$ cat src/rtl/pipe_hazard_if.sv
// Hazard-controller bundle: pipeline-side hazard inputs and the stall/flush/forward controls.
// The master side is the pipeline datapath; the slave side is pipe_hazard_ctrl.
interface pipe_hazard_if #(
    parameter int PERF_W = 32
);
    logic [4:0]        Rs1D, Rs2D, Rs1E, Rs2E, RdE, RdM, RdW;
    logic              regWriteM, regWriteW;
    logic [1:0]        resultSrcE;
    logic              PCSrcE, memReqM, memAckM, errClr;
    logic              stallF, stallD, stallE, stallM;
    logic              flushD, flushE, bubbleW, memErr;
    logic [1:0]        forwardAE, forwardBE;
    logic [PERF_W-1:0] stallCycles, loadUseCnt;

    modport master (
        output Rs1D, Rs2D, Rs1E, Rs2E, RdE, RdM, RdW, regWriteM, regWriteW,
               resultSrcE, PCSrcE, memReqM, memAckM, errClr,
        input  stallF, stallD, stallE, stallM, flushD, flushE, bubbleW, memErr,
               forwardAE, forwardBE, stallCycles, loadUseCnt
    );

    modport slave (
        input  Rs1D, Rs2D, Rs1E, Rs2E, RdE, RdM, RdW, regWriteM, regWriteW,
               resultSrcE, PCSrcE, memReqM, memAckM, errClr,
        output stallF, stallD, stallE, stallM, flushD, flushE, bubbleW, memErr,
               forwardAE, forwardBE, stallCycles, loadUseCnt
    );
endinterface

$ cat src/rtl/pipe_hazard_ctrl.sv
// Hazard controller for the 5-stage pipeline: forwarding, load-use and data-memory wait FSM.
// Define HAZARD_PERF_EN to build the saturating stall/load-use performance counters.
module pipe_hazard_ctrl #(
    parameter int MEM_TIMEOUT = 16,
    parameter int CNT_W       = 5,
    parameter int PERF_W      = 32
) (
    input  logic         clk,
    input  logic         rst_n,
    pipe_hazard_if.slave hz
);
    // state | meaning
    // IDLE  | no outstanding data-memory access
    // WAIT  | access issued, waiting for memAckM, cnt counts wait cycles
    // ERR   | no ack within MEM_TIMEOUT wait cycles; pipeline frozen until errClr
    typedef enum logic [1:0] {ST_IDLE = 2'd0, ST_WAIT = 2'd1, ST_ERR = 2'd2} state_t;

    state_t           state_q, state_d;
    logic [CNT_W-1:0] cnt_q, cnt_d;
    logic             mem_stall, lw_stall, stall_f;

    always_ff @(posedge clk or negedge rst_n) begin
        if (!rst_n) begin
            state_q <= ST_IDLE;
            cnt_q   <= '0;
        end else begin
            state_q <= state_d;
            cnt_q   <= cnt_d;
        end
    end

    always_comb begin
        state_d = state_q;
        cnt_d   = cnt_q;
        case (state_q)
            ST_IDLE: begin
                if (hz.memReqM && !hz.memAckM) begin
                    state_d = ST_WAIT;
                    cnt_d   = '0;
                end
            end
            ST_WAIT: begin
                if (hz.memAckM) begin
                    state_d = ST_IDLE;
                end else if (cnt_q == CNT_W'(MEM_TIMEOUT - 1)) begin
                    state_d = ST_ERR;
                end else begin
                    cnt_d = cnt_q + CNT_W'(1);
                end
            end
            ST_ERR: begin
                if (hz.errClr) begin
                    state_d = ST_IDLE;
                    cnt_d   = '0;
                end
            end
            default: begin
                state_d = ST_IDLE;
                cnt_d   = '0;
            end
        endcase
    end

    // Outputs are gated by rst_n so every control is quiet while reset is held.
    always_comb begin
        mem_stall = 1'b0;
        case (state_q)
            ST_IDLE: mem_stall = hz.memReqM && !hz.memAckM;
            ST_WAIT: mem_stall = !hz.memAckM;
            ST_ERR:  mem_stall = 1'b1;
            default: mem_stall = 1'b0;
        endcase
        mem_stall = mem_stall && rst_n;

        lw_stall = rst_n && (hz.resultSrcE == 2'b01) && (hz.RdE != 5'd0) &&
                   ((hz.RdE == hz.Rs1D) || (hz.RdE == hz.Rs2D));
        stall_f  = lw_stall || mem_stall;

        hz.stallF  = stall_f;
        hz.stallD  = stall_f;
        hz.stallE  = mem_stall;
        hz.stallM  = mem_stall;
        hz.bubbleW = mem_stall;
        hz.flushD  = rst_n && hz.PCSrcE && !mem_stall;
        hz.flushE  = rst_n && (lw_stall || hz.PCSrcE) && !mem_stall;
        hz.memErr  = rst_n && (state_q == ST_ERR);

        hz.forwardAE = 2'b00;
        if (rst_n && hz.regWriteM && hz.RdM != 5'd0 && hz.RdM == hz.Rs1E)
            hz.forwardAE = 2'b10;
        else if (rst_n && hz.regWriteW && hz.RdW != 5'd0 && hz.RdW == hz.Rs1E)
            hz.forwardAE = 2'b01;

        hz.forwardBE = 2'b00;
        if (rst_n && hz.regWriteM && hz.RdM != 5'd0 && hz.RdM == hz.Rs2E)
            hz.forwardBE = 2'b10;
        else if (rst_n && hz.regWriteW && hz.RdW != 5'd0 && hz.RdW == hz.Rs2E)
            hz.forwardBE = 2'b01;
    end

`ifdef HAZARD_PERF_EN
    logic [PERF_W-1:0] stall_cycles_q, stall_cycles_d;
    logic [PERF_W-1:0] load_use_cnt_q, load_use_cnt_d;

    always_comb begin
        stall_cycles_d = stall_cycles_q;
        load_use_cnt_d = load_use_cnt_q;
        if (stall_f && !(&stall_cycles_q))
            stall_cycles_d = stall_cycles_q + PERF_W'(1);
        if (lw_stall && !mem_stall && !(&load_use_cnt_q))
            load_use_cnt_d = load_use_cnt_q + PERF_W'(1);
    end

    always_ff @(posedge clk or negedge rst_n) begin
        if (!rst_n) begin
            stall_cycles_q <= '0;
            load_use_cnt_q <= '0;
        end else begin
            stall_cycles_q <= stall_cycles_d;
            load_use_cnt_q <= load_use_cnt_d;
        end
    end

    assign hz.stallCycles = stall_cycles_q;
    assign hz.loadUseCnt  = load_use_cnt_q;
`else
    assign hz.stallCycles = '0;
    assign hz.loadUseCnt  = '0;
`endif
endmodule

$ cat src/flat_wrapper.sv
// flat-port wrapper written by rule: the top's interface ports become plain ports
module pipe_hazard_ctrl_flat 
#(
    parameter int MEM_TIMEOUT = 16,
    parameter int CNT_W       = 5,
    parameter int PERF_W      = 32
)
  (clk, rst_n, hz_Rs1D, hz_Rs2D, hz_Rs1E, hz_Rs2E, hz_RdE, hz_RdM, hz_RdW, hz_regWriteM, hz_regWriteW, hz_resultSrcE, hz_PCSrcE, hz_memReqM, hz_memAckM, hz_errClr, hz_stallF, hz_stallD, hz_stallE, hz_stallM, hz_flushD, hz_flushE, hz_bubbleW, hz_memErr, hz_forwardAE, hz_forwardBE, hz_stallCycles, hz_loadUseCnt);
  pipe_hazard_if #(.PERF_W(PERF_W)) hz_i ();
  input  logic clk;
  input  logic rst_n;
  input wire logic [$bits(hz_i.Rs1D)-1:0] hz_Rs1D;
  input wire logic [$bits(hz_i.Rs2D)-1:0] hz_Rs2D;
  input wire logic [$bits(hz_i.Rs1E)-1:0] hz_Rs1E;
  input wire logic [$bits(hz_i.Rs2E)-1:0] hz_Rs2E;
  input wire logic [$bits(hz_i.RdE)-1:0] hz_RdE;
  input wire logic [$bits(hz_i.RdM)-1:0] hz_RdM;
  input wire logic [$bits(hz_i.RdW)-1:0] hz_RdW;
  input wire logic [$bits(hz_i.regWriteM)-1:0] hz_regWriteM;
  input wire logic [$bits(hz_i.regWriteW)-1:0] hz_regWriteW;
  input wire logic [$bits(hz_i.resultSrcE)-1:0] hz_resultSrcE;
  input wire logic [$bits(hz_i.PCSrcE)-1:0] hz_PCSrcE;
  input wire logic [$bits(hz_i.memReqM)-1:0] hz_memReqM;
  input wire logic [$bits(hz_i.memAckM)-1:0] hz_memAckM;
  input wire logic [$bits(hz_i.errClr)-1:0] hz_errClr;
  output wire logic [$bits(hz_i.stallF)-1:0] hz_stallF;
  output wire logic [$bits(hz_i.stallD)-1:0] hz_stallD;
  output wire logic [$bits(hz_i.stallE)-1:0] hz_stallE;
  output wire logic [$bits(hz_i.stallM)-1:0] hz_stallM;
  output wire logic [$bits(hz_i.flushD)-1:0] hz_flushD;
  output wire logic [$bits(hz_i.flushE)-1:0] hz_flushE;
  output wire logic [$bits(hz_i.bubbleW)-1:0] hz_bubbleW;
  output wire logic [$bits(hz_i.memErr)-1:0] hz_memErr;
  output wire logic [$bits(hz_i.forwardAE)-1:0] hz_forwardAE;
  output wire logic [$bits(hz_i.forwardBE)-1:0] hz_forwardBE;
  output wire logic [$bits(hz_i.stallCycles)-1:0] hz_stallCycles;
  output wire logic [$bits(hz_i.loadUseCnt)-1:0] hz_loadUseCnt;
  assign hz_i.Rs1D = hz_Rs1D;
  assign hz_i.Rs2D = hz_Rs2D;
  assign hz_i.Rs1E = hz_Rs1E;
  assign hz_i.Rs2E = hz_Rs2E;
  assign hz_i.RdE = hz_RdE;
  assign hz_i.RdM = hz_RdM;
  assign hz_i.RdW = hz_RdW;
  assign hz_i.regWriteM = hz_regWriteM;
  assign hz_i.regWriteW = hz_regWriteW;
  assign hz_i.resultSrcE = hz_resultSrcE;
  assign hz_i.PCSrcE = hz_PCSrcE;
  assign hz_i.memReqM = hz_memReqM;
  assign hz_i.memAckM = hz_memAckM;
  assign hz_i.errClr = hz_errClr;
  assign hz_stallF = hz_i.stallF;
  assign hz_stallD = hz_i.stallD;
  assign hz_stallE = hz_i.stallE;
  assign hz_stallM = hz_i.stallM;
  assign hz_flushD = hz_i.flushD;
  assign hz_flushE = hz_i.flushE;
  assign hz_bubbleW = hz_i.bubbleW;
  assign hz_memErr = hz_i.memErr;
  assign hz_forwardAE = hz_i.forwardAE;
  assign hz_forwardBE = hz_i.forwardBE;
  assign hz_stallCycles = hz_i.stallCycles;
  assign hz_loadUseCnt = hz_i.loadUseCnt;
  pipe_hazard_ctrl #(.MEM_TIMEOUT(MEM_TIMEOUT), .CNT_W(CNT_W), .PERF_W(PERF_W)) u_core (.clk(clk), .rst_n(rst_n), .hz(hz_i));
endmodule
$ cat config.mk
export PLATFORM = sky130hd
export DESIGN_NAME = pipe_hazard_ctrl_flat
export DESIGN_NICKNAME = d
export VERILOG_FILES = /design/src/rtl/pipe_hazard_if.sv /design/src/rtl/pipe_hazard_ctrl.sv /design/src/flat_wrapper.sv
export SDC_FILE = /design/constraint.sdc
export NUM_CORES = 1
export LEC_CHECK = 0
export BUFFER_PORTS_ARGS = -buffer_cell sky130_fd_sc_hd__buf_2
export CAP_MARGIN = 20
export CORE_AREA = 2 2 61 63
export DETAILED_ROUTE_END_ITERATION = 12
export DIE_AREA = 0 0 63 65
export PLACE_DENSITY = 0.91
export SLEW_MARGIN = 20
export SYNTH_ARGS = -nofsm -noshare
export SYNTH_HDL_FRONTEND = slang
export SYNTH_SLANG_ARGS = --single-unit
$ cat constraint.sdc
create_clock -name clk -period 3.2 [get_ports clk]
set_input_delay 0 -clock clk [delete_from_list [all_inputs] [get_ports clk]]
set_output_delay 0 -clock clk [all_outputs]
set_load 0.05 [all_outputs]
# After elaboration in Yosys (flattened, before gate mapping)
# Cells that the tools add are included.
totals:
  ff_bits: 7
  latchBits: 0
  ram_bits: 0
  romBits: 0
  inputBits: 45
  mem_count: 0
op_classes:
  addsub: 1
  n_mul: 0
  n_div: 0
  order_cmp: 0
  n_eq_ne: 15
  n_shift: 0
  mux: 15
  bitwise_logic: 0
  reduce_logical: 29
ops:
  columns: ["cell", "n"]
  rows:
  - ["$eq 5x5->1", 6]
  - ["$mux 5", 4]
  - ["$logic_and 1x1->1", 18]
  - ["$pmux 5 s3", 1]
  - ["$reduce_bool 5->1", 3]
  - ["$mux 2", 6]
  - ["$ne 2x2->1 const B", 3]
  - ["$pmux 2 s3", 1]
  - ["$add 5x1->5 const B", 1]
  - ["$eq 5x4->1 const B", 1]
  - ["$eq 2x1->1 const B", 2]
  - ["$reduce_and 4->1", 1]
  - ["$logic_or 1x1->1", 3]
  - ["$ne 3x2->1 const B", 1]
  - ["$pmux 1 s3", 1]
  - ["$reduce_and 3->1", 1]
  - ["$eq 2x2->1 const B", 1]
  - ["$logic_not 1->1", 2]
  - ["$logic_not 2->1", 1]
  - ["$mux 1", 2]
  - ["$ne 2x1->1 const B", 1]

# Longest topological paths before layout
# Gate-level depths: netlist of the first run.
depth:
  word_depth: 7
  ltp_mapped: 7
  mapped_depth_nobuf: 7

# Worst setup path after synthesis of the first run
# OpenSTA, ideal clock, no wires.
synth_path:
  path_type: "input -> output"
  start: "input hz_RdM[3]"
  end: "output hz_forwardAE[0]"
  arrival_ps: 2507
  path_slack_ps: 693
  stages: 4
  n_path_buf: 0
  path_cell_list: "or4_1 > o211ai_2 > nor4_1 > nor3_1"
synth_via:
  elab_chain_cells: 4
  word_cells_on_any_way: 5
  classes_between: "1 x eq/ne; 1 x mux; 3 x reduce/logical"
synth_lines:
  columns: ["item", "line", "text"]
  rows:
  - ["from (decl)", "flat_wrapper.sv:17", "input wire logic [$bits(hz_i.RdM)-1:0] hz_RdM;"]
  - ["$reduce_bool 5->1", "pipe_hazard_ctrl.sv:89", "if (rst_n && hz.regWriteM && hz.RdM != 5'd0 && hz.RdM == hz.Rs1E)"]
  - ["$logic_and 1x1->1", "pipe_hazard_ctrl.sv:89", null]
  - ["$logic_and 1x1->1 (*)", "pipe_hazard_ctrl.sv:89", null]
  - ["$mux 2 (*)", "pipe_hazard_ctrl.sv:89", null]
  - ["to (decl)", "flat_wrapper.sv:34", "output wire logic [$bits(hz_i.forwardAE)-1:0] hz_forwardAE;"]
# Every way passes the cells marked *; elsewhere a longest branch is shown, timed or not.

# Worst setup path after layout of the first run
layout_path:
  start: "register u_core.cnt_q[0]"
  end: "register u_core.cnt_q[2]"
layout_via:
  elab_chain_cells: 4
  word_cells_on_any_way: 7
  classes_between: "1 x add/sub; 2 x eq/ne; 3 x mux; 1 x reduce/logical"
layout_lines:
  columns: ["item", "line", "text"]
  rows:
  - ["from (decl)", "pipe_hazard_ctrl.sv:19", "logic [CNT_W-1:0] cnt_q, cnt_d;"]
  - ["from (signal assigned)", "pipe_hazard_ctrl.sv:28", "cnt_q <= cnt_d;"]
  - ["$add 5x1->5", "pipe_hazard_ctrl.sv:48", "cnt_d = cnt_q + CNT_W'(1);"]
  - ["$mux 5", "pipe_hazard_ctrl.sv:45", "end else if (cnt_q == CNT_W'(MEM_TIMEOUT - 1)) begin"]
  - ["$mux 5", "pipe_hazard_ctrl.sv:43", "if (hz.memAckM) begin"]
  - ["$pmux 5 s3", "pipe_hazard_ctrl.sv:35", "case (state_q)"]
# Several ways; a longest one is shown, not always the timed one. The select of a mux whose other input is x is not followed.
# A chain may end at the register's enable or synchronous reset.

==> results_dict.tcl, run 1 <==
set metrics [dict create \
    dp_hpwl_mm 2.33 \
    drive_above_1_share 0.285 \
    nets 276 \
    timing.critical_path.slowest_cell_delay_ps 540 \
    leakage_nw 0.803 \
    worstPathRequired_ps 3400 \
    synth_edf_count 0 \
    std_cell_rows 22 \
    logic_depth_of_the_worst_path_buffers_included 7 \
    antenna_cells 0 \
    ff2ff_path_depth 7 \
    cts.clk_slew.worst_paths_ps 60 \
    cts.sink_count 7 \
    pre_cts_ws_ps 1220 \
    skew_ps 2.87 \
    vias_per_cell 4.09 \
    max_root_sink_buffers 2 \
    synth_sequential_area_ratio 0.131 \
    initial_utilization 0.383 \
    syn_area_mm2 0.00134 \
    starting_drc_count_in_detailed_routing 35 \
    final.min_clock_period_ps 2010 \
    met1Wirelength_mm 1.00 \
    synth.yosys.warnings 0 \
    routed.top_layer "met4" \
    total_wirelength_mm 2.64 \
    area_delta_synth_final_pct 9.73 \
    fin_cells 276 \
    largest_cells_by_area_after_synthesis "sky130_fd_sc_hd__buf_4 38%, sky130_fd_sc_hd__xor2_1 14%, sky130_fd_sc_hd__dfrtp_1 13%" \
    setup_viol_count_final 0 \
    combinationalPowerShare 0.612 \
    boundaryPins 121 \
    cts.htree.levels 1 \
    grt_start_max_net_pins 13 \
    clock_insertion_delay_worst_skew_ps 270 \
    yosys.cell_count.top_type "sky130_fd_sc_hd__buf_4" \
    syn-mean-instance-area_um2 7.91 \
    status "complete, no violations" \
    gr-usage-all-layers 0.119 \
    worst_setup_path_end_kind "register" \
    grt_overflow 0 \
    max_clock_freq_mhz 496 \
    hold_path_class "in -> reg" \
    swShare 0.588 \
    grt_pass1_wl_mm 4.00 \
    ys_top_cells_by_count "67 x sky130_fd_sc_hd__buf_4, 22 x sky130_fd_sc_hd__xor2_1, 8 x sky130_fd_sc_hd__o21ai_0, 8 x sky130_fd_sc_hd__xnor2_1, 7 x sky130_fd_sc_hd__dfrtp_1" \
    setup_ws_ps 1190 \
    path_cells "ha_1 -> and3_1 -> ha_1 -> a21oi_1 -> o22ai_1 -> or4b_1 -> nand2_1" \
    intPower_uw 200 \
    routed-via-count 1130 \
    gp_congestion 0.772 \
    synth_cell_types 31 \
    synth-async-reset-ratio 1.00 \
    max_cap_violations 0 \
    synthDominantAreaCellType "sky130_fd_sc_hd__buf_4" \
    worst_hold_path.num_cells 3 \
    rsz0062_at_grt "no" \
    drt_first_pass_iters 4 \
    netlist_instances 169 \
    dieWidth_um 63 \
    wl_per_cell_um 9.57 \
    tritoncts "done" \
    cts_buffers 3 \
    clk_root_buffer_cell "sky130_fd_sc_hd__clkbuf_4" \
    layout_worst_path_cycle_share 0.630 \
    critical_path_buf_inv_count 0 \
    met2RoutedLength_mm 1.36 \
    kind_of_critical_path "reg -> reg" \
    vdd_ir_drop_max_uv 213 \
    timing.critical_path.fanout_max 7 \
    placed_cells 269 \
    drc_violations_left 0 \
    floorplan.die.height_um 65 \
    core_mm2 0.00350 \
    p_per_area_mw_per_mm2 331 \
    arrival_ps 2220 \
    met3_wirelength_um 231 \
    synth-seq-cells 7 \
    pwr-share-seq 0.210 \
    synth-main-ff-cell "sky130_fd_sc_hd__dfrtp_1" \
    setup-tns-final_ps 0 \
    startpoint_type "register" \
    port_buffers 56 \
    hold_violations 0 \
    timing_max_transition_violations_final 0 \
    crit_path_frequent_cell "sky130_fd_sc_hd__ha_1" \
    fp.dieArea_mm2 0.00410 \
    first_global_vias 949 \
    power_frac_clock 0.178 \
    yosys.area.top_type_share 0.376 \
    netSwitchingPower_uw 286 \
    final_antenna_net_count 0 \
    grt_antenna_before_repair 0 \
    cell_at_the_slowest_stage_of_the_critical_path "sky130_fd_sc_hd__or4b_1" \
    cp_top_family "simple AND/OR/NAND/NOR gates" \
]
[sequential cells by signal, summed over array words and instances, names as in the netlist]
signal and cells:
u_core.cnt_q 5, u_core.state_q 2
[cells by family after synthesis]
group           synth area share
compound gates            0.0917
xor+xnor                   0.196
fa+ha+maj                 0.0187
buf+inv                    0.390
flops                      0.131
mux                      0.00842
other cells              0.00280
simple gates               0.161
[area by class of cell]
type                    instances  area, um^2
flip-flops and latches          7         175
fillers                       377        2030
multi-input cells             153         877
repair buffers                 59         310
inverters                       5        18.8
well taps                      48        60.1
clock buffers                   4        26.3
[cells in the final DEF (no fill, tap or decap)]
| cell | n |
|---|---|
| sky130_fd_sc_hd__clkbuf_1 | 1 |
| sky130_fd_sc_hd__o211ai_2 | 1 |
| sky130_fd_sc_hd__o21bai_1 | 1 |
| sky130_fd_sc_hd__nand2_1 | 5 |
| sky130_fd_sc_hd__a22oi_1 | 1 |
| sky130_fd_sc_hd__and2_1 | 2 |
| sky130_fd_sc_hd__nand2b_1 | 3 |
| sky130_fd_sc_hd__xor2_1 | 22 |
| sky130_fd_sc_hd__buf_2 | 56 |
| sky130_fd_sc_hd__inv_1 | 5 |
| sky130_fd_sc_hd__or4b_1 | 1 |
| sky130_fd_sc_hd__o21ai_0 | 8 |
| sky130_fd_sc_hd__a21oi_1 | 3 |
| sky130_fd_sc_hd__xnor2_1 | 8 |
| sky130_fd_sc_hd__or4_1 | 4 |
| sky130_fd_sc_hd__or3_1 | 2 |
| sky130_fd_sc_hd__o2bb2ai_1 | 1 |
| sky130_fd_sc_hd__dfrtp_1 | 7 |
| sky130_fd_sc_hd__o22ai_1 | 1 |
| sky130_fd_sc_hd__clkbuf_4 | 3 |
| sky130_fd_sc_hd__mux2_2 | 1 |
| sky130_fd_sc_hd__and3_1 | 1 |
| sky130_fd_sc_hd__nor4_1 | 1 |
| sky130_fd_sc_hd__nor4_2 | 2 |
| sky130_fd_sc_hd__o211ai_1 | 1 |
| sky130_fd_sc_hd__nor2_1 | 6 |
| sky130_fd_sc_hd__or2_2 | 2 |
| sky130_fd_sc_hd__dlygate4sd3_1 | 3 |
| sky130_fd_sc_hd__conb_1 | 64 |
| sky130_fd_sc_hd__o32ai_1 | 1 |
| sky130_fd_sc_hd__ha_1 | 2 |
| sky130_fd_sc_hd__o2111ai_1 | 1 |
| sky130_fd_sc_hd__nand3_1 | 4 |
| sky130_fd_sc_hd__nor3_1 | 4 |
[power groups by stage]
stage / logic, mW / clock network (mW) / registers, mW
4_1_cts: 0.296 / 0.0918 / 0.101
3_3_place_gp: 0.291 / 0 / 0.102
2_1_floorplan: 0.301 / 0 / 0.101
3_5_place_dp: 0.294 / 0 / 0.103
5_1_grt: 0.315 / 0.0920 / 0.103
6_report: 0.297 / 0.0866 / 0.102
[repair_timing]
action,in CTS,in global routing
hold buffers,3,0
resized for setup,0,0
hold endpoints to repair,8,0
buffers inserted,0,0
[per-stage QoR]
stage	instance area (um^2)	power, mW	hold slack [ps]	util
4_1_cts	1470	0.489	31.4	0.420
3_3_place_gp	1410	0.393	-110	0.404
3_5_place_dp	1410	0.397	-107	0.404
2_1_floorplan	1570	0.403	-296	-
5_1_grt	1470	0.509	60.8	0.420
6_report	1470	0.486	33.3	0.420
[per-layer routing]
metal | track usage | up-vias
li1 | - | 548
met1 | 0.138 | 507
met2 | 0.218 | 70
met3 | 0.0104 | 5
met4 | 0.0583 | 0
met5 | 0 | -
[final timing paths]
kind	start	slack, ps	end
worst max-delay path	u_core.cnt_q[0]$_DFFE_PN0P_	1190	u_core.cnt_q[2]$_DFFE_PN0P_
worst min-delay path	hz_memReqM	30	u_core.state_q[0]$_DFFE_PN0P_
worst max register to register	u_core.cnt_q[0]$_DFFE_PN0P_	1190	u_core.cnt_q[2]$_DFFE_PN0P_
worst min register to register	u_core.cnt_q[4]$_DFFE_PN0P_	500	u_core.cnt_q[4]$_DFFE_PN0P_
max in group asynchronous	rst_n	2860	u_core.cnt_q[2]$_DFFE_PN0P_
min in group asynchronous	rst_n	130	u_core.state_q[0]$_DFFE_PN0P_
[worst min-delay path: cells and delay by family]
family	cells	cell delay, ps
AO/OA/AOI/OAI	1	70
buffers and inverters	1	110
AND/OR/NAND/NOR	1	80
(Power assumes the default switching activity.)
==> inputs of run 2 (changes only) <==
CORE_AREA = 2 2 63 65   (was 2 2 61 63)
DIE_AREA = 0 0 65 67   (was 0 0 63 65)
PLACE_DENSITY = 0.86   (was 0.91)
clock period = 2 ns   (was 3.2 ns; I/O delays follow)
==> run 2 against run 1 <==
Die area grew 6.3%. Cell area grew 3.9%. Worst hold slack lost 11 ps. Non-clock buffer count grew 2. Critical path type unchanged. Critical endpoint unchanged. Largest cell class unchanged. Largest power group unchanged.
==> results_dict.tcl, run 2 (synthesis gave the netlist of run 1 again) <==
set metrics [dict create \
    skew_ps 2.44 \
    fp.dieArea_mm2 0.00436 \
    p_per_area_mw_per_mm2 565 \
    leakage_nw 0.825 \
    startpoint_type "register" \
    layout_common_cells "64 x sky130_fd_sc_hd__conb_1, 55 x sky130_fd_sc_hd__buf_2, 22 x sky130_fd_sc_hd__xor2_1, 8 x sky130_fd_sc_hd__xnor2_1" \
    clk_root_buffer_cell "sky130_fd_sc_hd__clkbuf_8" \
    area_delta_synth_final_pct 14.0 \
    antenna_cells 0 \
    largest_register "u_core.cnt_q" \
    nets 278 \
    drc_violations_left 0 \
    initial_utilization 0.371 \
    max_root_sink_buffers 2 \
    first_global_vias 953 \
    grt_start_max_net_pins 13 \
    num-fill-cells 381 \
    cts.htree.levels 1 \
    vias_per_cell 4.08 \
    port_buffers 56 \
    drt_first_pass_iters 5 \
    rsz0062_at_grt "no" \
    largest_register_ff_count 5 \
    grt_pass1_wl_mm 4.02 \
    placed_cell_area_mm2 0.00142 \
    setup_viol_count_final 0 \
    std_cell_rows 22 \
    final_antenna_net_count 0 \
    cts_buffers 3 \
    grt_antenna_before_repair 0 \
    total_wirelength_mm 2.86 \
    clock_insertion_delay_worst_skew_ps 230 \
    wl_per_cell_um 10.3 \
    cts.clk_slew.worst_paths_ps 40 \
    core_mm2 0.00361 \
    setup_ws_ps 84.1 \
    gr-usage-all-layers 0.117 \
    starting_drc_count_in_detailed_routing 18 \
    gp_congestion 0.811 \
    hold_violations 0 \
    timing.critical_path.fanout_max 6 \
    hold_path_class "in -> reg" \
    kind_of_critical_path "reg -> reg" \
    layout_worst_path_cycle_share 0.958 \
    cts.sink_count 7 \
    drive_above_1_share 0.322 \
    max_cap_violations 0 \
    routed-via-count 1135 \
    top_regs "u_core.cnt_q x5, u_core.state_q x2" \
    max_clock_freq_mhz 522 \
    boundaryPins 121 \
    pre_cts_ws_ps 27.7 \
    dp_hpwl_mm 2.45 \
    layout.cells.most_common "sky130_fd_sc_hd__conb_1" \
    dieWidth_um 65 \
    vdd_ir_drop_max_uv 363 \
    arrival_ps 2090 \
    worstPathRequired_ps 2170 \
    status "complete, no violations" \
    tritoncts "done" \
    finished_layout_cell_area_mm2 0.00153 \
    floorplan.die.height_um 67 \
    timing_max_transition_violations_final 0 \
    final.min_clock_period_ps 1920 \
    worst_setup_path_end_kind "register" \
    grt_overflow 0 \
]
run 2: final cells by class:
cell class / instances / area [um^2] / share of cell area
Clock buffer: 4 / 45.0 / 0.0295
Inverter: 5 / 18.8 / 0.0123
Multi-Input combinational cell: 153 / 901 / 0.591
Sequential cell: 7 / 175 / 0.115
Tap cell: 48 / 60.1 / 0.0394
Timing Repair Buffer: 61 / 325 / 0.213
run 2: worst max-delay path, stage by stage, from the launching register on:
cell and delay (ps):
sky130_fd_sc_hd__dfrtp_1 400, sky130_fd_sc_hd__ha_2 210, sky130_fd_sc_hd__and3_1 150, sky130_fd_sc_hd__ha_1 200
sky130_fd_sc_hd__a21oi_2 150, sky130_fd_sc_hd__o22ai_2 140, sky130_fd_sc_hd__or4b_1 530, sky130_fd_sc_hd__nand2_1 80
run 2: power by group:
group	internal, mW	switching (mW)	leakage (nW)	total (mW)
registers	0.152	0.0115	0.0950	0.164
logic	0.0997	0.390	0.707	0.489
clock network	0.139	0.0696	0.0228	0.208
run 2: worst paths after layout:
kind / slack [ps] / endpoint / cells after the start / start
min in group asynchronous: 160 / u_core.cnt_q[1]$_DFFE_PN0P_ / 2 / rst_n
max reg2reg: 80 / u_core.cnt_q[2]$_DFFE_PN0P_ / 7 / u_core.cnt_q[0]$_DFFE_PN0P_
max in group asynchronous: 1670 / u_core.cnt_q[3]$_DFFE_PN0P_ / 2 / rst_n
min reg2reg: 480 / u_core.cnt_q[4]$_DFFE_PN0P_ / 2 / u_core.cnt_q[4]$_DFFE_PN0P_
min: 20 / u_core.state_q[1]$_DFFE_PN0P_ / 2 / hz_memAckM
max: 80 / u_core.cnt_q[2]$_DFFE_PN0P_ / 7 / u_core.cnt_q[0]$_DFFE_PN0P_
run 2: timing repair:
| item | CTS | global route |
|---|---|---|
| setup endpoints to repair | 0 | 5 |
| hold buffers | 2 | 0 |
| endpoints found under the hold margin | 8 | 0 |
| buffers inserted | 0 | 3 |
| gates resized for setup | 0 | 5 |
run 2: metal layers:
| metal | vias up | wire (um) | global-route usage | part of all wire |
|---|---|---|---|---|
| met4 | 0 | 31 | 0.0399 | 0.011 |
| met1 | 504 | 1020 | 0.124 | 0.36 |
| met3 | 4 | 296 | 0.0220 | 0.10 |
| met5 | - | 0 | 0 | 0 |
| li1 | 553 | - | - | - |
| met2 | 74 | 1510 | 0.231 | 0.53 |
run 2: stage by stage:
stage / setup TNS [ps] / hold slack (ps) / util / power, mW / cells
CTS: 0 / 12.0 / 0.413 / 0.851 / 275
floorplan: -23.6 / -296 / - / 0.647 / 232
global placement: 0 / -106 / 0.395 / 0.632 / 269
global route: 0 / 25.8 / 0.423 / 0.905 / 278
detailed placement: 0 / -110 / 0.395 / 0.640 / 269
finish: 0 / 22.1 / 0.423 / 0.861 / 278
==> inputs of run 3 (changes only) <==
PLACE_DENSITY = 0.79   (was 0.86)
==> run 3 against run 2 <==
Largest cell class unchanged. Largest power group unchanged. Register-to-register slack better by 40 ps. Critical path depth stayed put. Final cell count is 0.36% lower. Wire length is 2.6% higher. Die area stayed put. First-iteration DRC count is 22% lower.
==> results_dict.tcl, run 3 (synthesis gave the netlist of run 1 again) <==
set metrics [dict create \
    cts.htree.levels 1 \
    total_wirelength_mm 2.93 \
    fin_cells 277 \
    gp_congestion 0.760 \
    arrival_ps 2050 \
    kind_of_critical_path "reg -> reg" \
    setup_ws_ps 121 \
    swShare 0.548 \
    layout_common_cells "64 x sky130_fd_sc_hd__conb_1, 56 x sky130_fd_sc_hd__buf_2, 22 x sky130_fd_sc_hd__xor2_1, 8 x sky130_fd_sc_hd__xnor2_1" \
    antenna_cells 0 \
    regArea_um2 175 \
    worstHoldEndpoint "u_core.state_q[0]$_DFFE_PN0P_" \
    clock_insertion_delay_worst_skew_ps 230 \
    fp.dieArea_mm2 0.00436 \
    grt_pass1_wl_mm 4.11 \
    setup_viol_count_final 0 \
    multi_input_area_um2 888 \
    top_regs "u_core.cnt_q x5, u_core.state_q x2" \
    finished_layout_cell_area_mm2 0.00151 \
    first_global_vias 985 \
    combinationalPowerShare 0.568 \
    timing.hold.worst.start "hz_memReqM" \
    port_buffers 56 \
    routed-via-count 1132 \
    timing.rr.start "u_core.cnt_q[0]$_DFFE_PN0P_" \
    totalPowerFinal_uw 852 \
    skew_ps 5.18 \
    p_per_area_mw_per_mm2 566 \
    worst_hold_path.num_cells 3 \
    max_clock_freq_mhz 532 \
    placed_cells 270 \
    postCtsSetupBuffers 0 \
    area_delta_synth_final_pct 12.5 \
    cts_buffers 3 \
    final.min_clock_period_ps 1880 \
    largest_register_ff_count 5 \
    core_mm2 0.00361 \
    largest_register "u_core.cnt_q" \
    vdd_ir_drop_max_uv 324 \
    wl_per_cell_um 10.6 \
    timing_max_transition_violations_final 0 \
    drc_violations_left 0 \
    floorplan.die.height_um 67 \
    timing.critical_path.fanout_max 4 \
    dieWidth_um 65 \
    power_frac_clock 0.241 \
    cts.sink_count 7 \
    ff2ff_path_depth 7 \
    status "complete, no violations" \
    vias_per_cell 4.09 \
    final_util 0.417 \
    leakage_nw 0.820 \
    pwr-share-seq 0.191 \
    boundaryPins 121 \
    starting_drc_count_in_detailed_routing 14 \
    dp_hpwl_mm 2.53 \
    placed_cell_area_mm2 0.00143 \
    layout.cells.most_common "sky130_fd_sc_hd__conb_1" \
    startpoint_type "register" \
    worstPathRequired_ps 2170 \
    nets 277 \
    std_cell_rows 22 \
    num-fill-cells 391 \
    tritoncts "done" \
    cts.clk_slew.worst_paths_ps 40 \
    worst_setup_path_end_kind "register" \
    max_cap_violations 0 \
    gr-usage-all-layers 0.124 \
    hold_violations 0 \
    drt_first_pass_iters 4 \
    rsz0062_at_grt "no" \
    drive_above_1_share 0.301 \
    grt_overflow 0 \
    cp-startpoint "u_core.cnt_q[0]$_DFFE_PN0P_" \
    netSwitchingPower_uw 467 \
    timing.reg2reg.setup_slack_ps 120 \
    clk_root_buffer_cell "sky130_fd_sc_hd__clkbuf_8" \
    grt_start_max_net_pins 9 \
    intPower_uw 385 \
    initial_utilization 0.371 \
    layout_worst_path_cycle_share 0.940 \
    hold_path_class "in -> reg" \
    final_antenna_net_count 0 \
    max_root_sink_buffers 2 \
    pre_cts_ws_ps 122 \
    r2r-end "u_core.cnt_q[2]$_DFFE_PN0P_" \
    grt_antenna_before_repair 0 \
]
## run 3: cell count changes in the layout (fill, tap and decap cells not counted), sizes merged
cell / delta
buf: -1
clkbuf: -1
dlygate4sd3: +1
## run 3: worst max path at each step
| stage | to | slack (ps) | cells after the start |
|---|---|---|---|
| global placement | u_core.cnt_q[2]$_DFFE_PN0P_ | 190 | 7 |
| global route | u_core.cnt_q[2]$_DFFE_PN0P_ | 20 | 7 |
| finish | u_core.cnt_q[2]$_DFFE_PN0P_ | 120 | 7 |
| floorplan | hz_forwardAE[0] | -20 | 4 |
| CTS | hz_stallD | 70 | 5 |
| detailed placement | u_core.cnt_q[2]$_DFFE_PN0P_ | 120 | 7 |
## run 3: stage by stage
stage / hold WS [ps] / TNS, ps
global route: 79.6 / 0
global placement: -107 / 0
finish: 81.1 / 0
CTS: 69.2 / 0
detailed placement: -106 / 0
floorplan: -296 / -23.6
## run 3: final cells by class
class,instances,area share
multi-input combinational,153,0.590
timing repair buffer,60,0.211
sequential,7,0.116
tap,48,0.0399
clock buffer,4,0.0299
inverter,5,0.0125
## run 3: timing repair
item,4_1_cts,5_1_grt
setup endpoints to repair,0,2
hold endpoints to repair,8,0
hold buffers,3,0
gates resized for setup,0,1
## run 3: critical path, cell delays in order, from the launching register on
cell and delay [ps]:
sky130_fd_sc_hd__dfrtp_1 400, sky130_fd_sc_hd__ha_1 230, sky130_fd_sc_hd__and3_1 150, sky130_fd_sc_hd__ha_1 190, sky130_fd_sc_hd__a21oi_1 140, sky130_fd_sc_hd__o22ai_1 110, sky130_fd_sc_hd__or4b_1 510, sky130_fd_sc_hd__nand2_1 80
## run 3: power by group through the flow
stage	sequential [mW]	clock, mW	combinational (mW)
6_report	0.163	0.205	0.484
5_1_grt	0.164	0.222	0.513
4_1_cts	0.163	0.210	0.483
3_5_place_dp	0.165	0	0.478
3_3_place_gp	0.163	0	0.474
2_1_floorplan	0.162	0	0.485
## run 3: routing by layer
metal,share of wire,global-route usage,up-vias
li1,-,-,555
met1,0.35,0.124,505
met2,0.53,0.247,69
met3,0.11,0.0355,3
met4,0.0065,0.0319,0
met5,0,0,-
